===== src/rtl/conversor_bcd_bin_2dig.sv =====
// Two-digit BCD to binary converter.
//
// A request samples data_BCD when start is high in idle, checks that both digits
// are decimal and that the value does not exceed MAX, then builds the binary value
// by repeated addition of ten (one cycle per tens digit). Rejected requests
// finish one cycle after capture with error set and data_bin left untouched.
//
// Ports:
//   clk      - system clock
//   reset    - asynchronous reset, active low
//   data_BCD - two packed BCD digits {tens[7:4], units[3:0]}
//   start    - request strobe, honoured only while idle
//   busy     - high while checking or converting
//   done     - one-cycle completion pulse
//   error    - status of the last completed request (1 = rejected)
//   data_bin - last successfully decoded value
module conversor_bcd_bin_2dig #(
    parameter int unsigned MAX = 59
) (
    input  logic       clk,
    input  logic       reset,
    input  logic [7:0] data_BCD,
    input  logic       start,
    output logic       busy,
    output logic       done,
    output logic       error,
    output logic [6:0] data_bin
);

    typedef enum logic [1:0] {
        StIdle,
        StCheck,
        StConv,
        StDone
    } state_e;

    state_e     state_q, state_d;
    logic [7:0] bcd_q, bcd_d;
    logic [6:0] acc_q, acc_d;
    logic [3:0] tens_q, tens_d;
    logic       busy_q, busy_d;
    logic       done_q, done_d;
    logic       error_q, error_d;
    logic [6:0] data_bin_q, data_bin_d;

    logic [3:0] cap_tens;
    logic [3:0] cap_units;
    logic [7:0] cap_value;
    logic       req_valid;

    // Range check on the captured request; 8 bits hold up to 15*10+15.
    always_comb begin
        cap_tens  = bcd_q[7:4];
        cap_units = bcd_q[3:0];
        cap_value = ({4'b0000, cap_tens} * 8'd10) + {4'b0000, cap_units};
        req_valid = (cap_tens <= 4'd9) && (cap_units <= 4'd9) &&
                    ({24'd0, cap_value} <= MAX);
    end

    always_comb begin
        state_d    = state_q;
        bcd_d      = bcd_q;
        acc_d      = acc_q;
        tens_d     = tens_q;
        error_d    = error_q;
        data_bin_d = data_bin_q;

        unique case (state_q)
            StIdle: begin
                if (start) begin
                    bcd_d   = data_BCD;
                    state_d = StCheck;
                end
            end
            StCheck: begin
                if (req_valid) begin
                    acc_d   = {3'b000, cap_units};
                    tens_d  = cap_tens;
                    state_d = StConv;
                end else begin
                    error_d = 1'b1;
                    state_d = StDone;
                end
            end
            StConv: begin
                if (tens_q == 4'd0) begin
                    data_bin_d = acc_q;
                    error_d    = 1'b0;
                    state_d    = StDone;
                end else begin
                    acc_d  = acc_q + 7'd10;
                    tens_d = tens_q - 4'd1;
                end
            end
            StDone: begin
                state_d = StIdle;
            end
            default: begin
                state_d = StIdle;
            end
        endcase

        // Status flags are derived from the next state so they are registered
        // alongside it and line up with the state they describe.
        busy_d = (state_d == StCheck) || (state_d == StConv);
        done_d = (state_d == StDone);
    end

    always_ff @(posedge clk or negedge reset) begin
        if (!reset) begin
            state_q    <= StIdle;
            bcd_q      <= 8'd0;
            acc_q      <= 7'd0;
            tens_q     <= 4'd0;
            busy_q     <= 1'b0;
            done_q     <= 1'b0;
            error_q    <= 1'b0;
            data_bin_q <= 7'd0;
        end else begin
            state_q    <= state_d;
            bcd_q      <= bcd_d;
            acc_q      <= acc_d;
            tens_q     <= tens_d;
            busy_q     <= busy_d;
            done_q     <= done_d;
            error_q    <= error_d;
            data_bin_q <= data_bin_d;
        end
    end

    assign busy     = busy_q;
    assign done     = done_q;
    assign error    = error_q;
    assign data_bin = data_bin_q;

endmodule

===== config.mk =====
export PLATFORM = sky130hd
export DESIGN_NAME = conversor_bcd_bin_2dig
export DESIGN_NICKNAME = d
export VERILOG_FILES = /design/src/rtl/conversor_bcd_bin_2dig.sv
export SDC_FILE = /design/constraint.sdc
export NUM_CORES = 1
export LEC_CHECK = 0
export CORE_MARGIN = 1
export CORE_UTILIZATION = 55
export DETAILED_ROUTE_END_ITERATION = 12
export PLACE_DENSITY = 0.9
export SETUP_SLACK_MARGIN = 0.5
export SLEW_MARGIN = 10
export SYNTH_ARGS = -nofsm -noshare
export SYNTH_HDL_FRONTEND = slang
export SYNTH_SLANG_ARGS = --single-unit

===== constraint.sdc =====
create_clock -name clk -period 3.9 [get_ports clk]
set_input_delay 0.585 -clock clk [delete_from_list [all_inputs] [get_ports clk]]
set_output_delay 0.585 -clock clk [all_outputs]
set_load 0.02 [all_outputs]

==> results.md <==
Status:
- The run finished with clean final reports.

Worst setup path:
- STA classifies the critical path startpoint as a register.
- Across all register-to-register paths, the minimum setup slack is 640 ps.
- For the worst setup path, the data arrival time is 3480 ps.
- In this run the worst setup path terminates at busy$_DFF_PN0_.
- Data on the critical path is required at its endpoint by 4120 ps.
- The worst flop-to-flop path endpoint is busy$_DFF_PN0_.
- The critical path in this run is classified as register to register.
- Along the worst path, the maximum fanout reaches 9.
- The number of cells traversed by the worst register-to-register path is 11.
- The critical path endpoint category is a register.
- The startpoint identified for the worst register-to-register timing path is bcd_q[7]$_DFFE_PN0P_.
- The first element of the critical path is bcd_q[7]$_DFFE_PN0P_.

Finish:
- In the layout the commonest cells are dfrtp_1 (31), clkdlybuf4s50_1 (20), mux2_2 (15).
- 0 antenna diodes ended up in the layout.
- The leading cell type in the layout, fill and taps excluded is dfrtp_1.
- From synthesis to final layout, the design area changed by 19.5%.
- Cells with a size suffix above 1 make up 18.4% of the layout.
- At the end of the flow, the number of nets in the layout was 211.

Clocking:
- The cell at the root of the clock tree is clkbuf_4.
- The TritonCTS clock tree is yes.
- TritonCTS created 5 clock buffers.
- The hold-fix buffer count after cts is 0.
- In this run, post-CTS repair resized a total of 0 instances.
- The longest clock path from root to sink contains 2 buffers.
- The maximum level of the CTS H-tree is 2.
- The number of setup buffers added after CTS is 0.
- The sink count of the clock tree is 31.
- The clock-pin slew of the registers on the worst-case setup and hold paths is 100 ps.
- The later pin in the worst-skew pair is clocked with a latency of 330 ps.

Synth:
- The combined area of all synthesized cells is 1790 µm².
- The share of flip-flops with an asynchronous set or reset after synthesis is 100%.
- Counting every instance in the synthesized netlist gives 156.
- During synthesis, Yosys emitted a total of 0 warnings.
- A synthesized cell averages 11.5 µm².
- The commonest register cell after synthesis is dfrtp_1.
- Yosys mapped a number of flops with a built-in enable equal to 0.
- The number of nets in the synthesized netlist is 183.
- The distinct cell type count after synthesis is 41.
- In this run, synthesis produced a sequential element count of 31.
- The part of the Yosys area used for sequential elements is 43.3%.

Timing:
- The minimum clock period is 3260 ps.
- In this run the tightest slew margin relative to its limit is 60.7%.
- For the pin with the worst max-slew slack, the measured transition is 582 ps.
- The final clock period utilization by the worst path is 83.7%.
- Setup repair after global routing left no endpoint under its margin.
- Setup violations remaining at the end of the flow were counted as 0.
- The achievable clock frequency is 306 MHz.
- For the final database, setup skew stands at 9.99 ps.
- The number of max-slew violations in the final report was 0.
- The final hold violation count is 0.
- After routing, the total negative slack on setup checks comes to 0 ps.

Worst hold path:
- The class of the worst hold path is register to register.
- The number of cells on the worst hold path is 1.

Floorplanning:
- In this run the count of I/O pins placed on the die edge is 21.
- Once the floorplan was initialized, standard cells occupied 58.3% of the core.
- The height of the die is 59.1 µm.
- The die covers 3490 µm².
- The total number of placement rows is 20.
- In this run the standard cell core region covers 3080 µm².
- From left edge to right edge, the die measures 59.1 µm.

Routing:
- For this block, the routed nets add up to 3.28 mm of wire.
- The routed length per placed instance is 14.3 µm.
- The vias after detailed routing is 1269.
- The initial detailed-routing violation count is 42.
- In the routed layout, each cell is associated on average with a via count of 5.54.
- The count of nets left with antenna violations once routing finished came out at 0.
- The number of remaining DRC errors is 0.
- The pre-antenna-repair detailed-routing pass consisted of 4 iterations.

Placement:
- The number of port buffers is 20.
- At the end of routability-driven placement, the weighted congestion stood at 0.763.
- Once detailed placement completed, the half-perimeter wirelength came to 2.34 mm.

Global route:
- In the global route stage, overall resource usage came out at 21.1%.
- The initial antenna violation count is 0.
- The first global-routing pass estimated 5.44 mm of wire.
- The total overflow left after global routing is 0.
- The via count of the first global-routing pass is 1260.
- Entering global routing, the biggest net connects 32 pins.

Flow run:
- The reported max-cap violation count is 0.
routing by layer:
metal / GRT usage (%) / routed length, µm / share of wire [%]
met4: 8.16 / 57 / 1.7
met2: 37.2 / 1680 / 51
met3: 4.59 / 86 / 2.6
met1: 25.0 / 1450 / 44
met5: 0 / 0 / 0
flip-flops by register name (all words and copies together) (netlist names):
register	count
busy	1
error	1
done	1
data_bin	7
state_q	2
tens_q	4
acc_q	7
bcd_q	8
metrics by stage:
stage | cells | worst slack [ps] | util (%) | hold slack [ps] | cell area (µm²)
floorplan | 156 | 873 | - | 289 | 1790
global placement | 217 | 614 | 66.0 | 477 | 2030
detailed placement | 217 | 552 | 66.0 | 485 | 2030
CTS | 225 | 523 | 68.3 | 507 | 2100
global route | 229 | 479 | 69.6 | 523 | 2140
finish | 229 | 636 | 69.6 | 499 | 2140
synthesized netlist by cell type (all sizes together), types with 2 or more instances:
library cell   n  share of area (%)
dfrtp         31                 43
mux2          16                 10
ha            14                9.8
nand2         13                2.7
a21oi          9                3.1
nand3          8                2.2
mux2i          7                3.9
inv            6                1.3
nand3b         5                2.1
nor2           5                1.0
nor3b          5                2.1
o21ai          4                1.1
buf            3                1.3
a21o           2               0.91
clkbuf         2               0.42
fa             2                2.2
nand2b         2                1.1
nor4           2                1.5
o211ai         2               0.84
o21a           2               0.84
or3            2               0.70
xnor2          2               0.98
xor2           2               0.98
worst max-delay path: stages (launching register included):
cell and delay (ps):
dfrtp_1 530, ha_1 290, ha_1 230, fa_1 560, nand2_1 130, o211a_1 270, nor4_4 260, o31ai_4 140
a21o_2 230, a21oi_1 160, a21oi_1 70, ha_1 280
worst min path at each step:
stage,to,startpoint
floorplan,acc_q[0]$_DFFE_PN0P_,reset
global placement,error$_DFFE_PN0P_,error$_DFFE_PN0P_
detailed placement,error$_DFFE_PN0P_,error$_DFFE_PN0P_
CTS,error$_DFFE_PN0P_,error$_DFFE_PN0P_
global route,error$_DFFE_PN0P_,error$_DFFE_PN0P_
finish,error$_DFFE_PN0P_,error$_DFFE_PN0P_
area by class of cell:
cell class	count	area, µm²
multi-input combinational	114	963
fill	219	935
sequential	31	776
timing repair buffer	26	258
clock buffer	8	68.8
tap	44	55.1
inverter	6	22.5
cells by family after synthesis:
family / count (synthesis) / synth area share (%)
flops: 31 / 43.3
mux: 23 / 14.2
compound gates: 25 / 10.6
fa+ha+maj: 16 / 12.0
buf+inv: 11 / 3.00
xor+xnor: 4 / 1.95
simple gates: 46 / 15.0
Power is not shown: default switching activity piles up to over one toggle a cycle in this logic, so the estimate is an artifact.
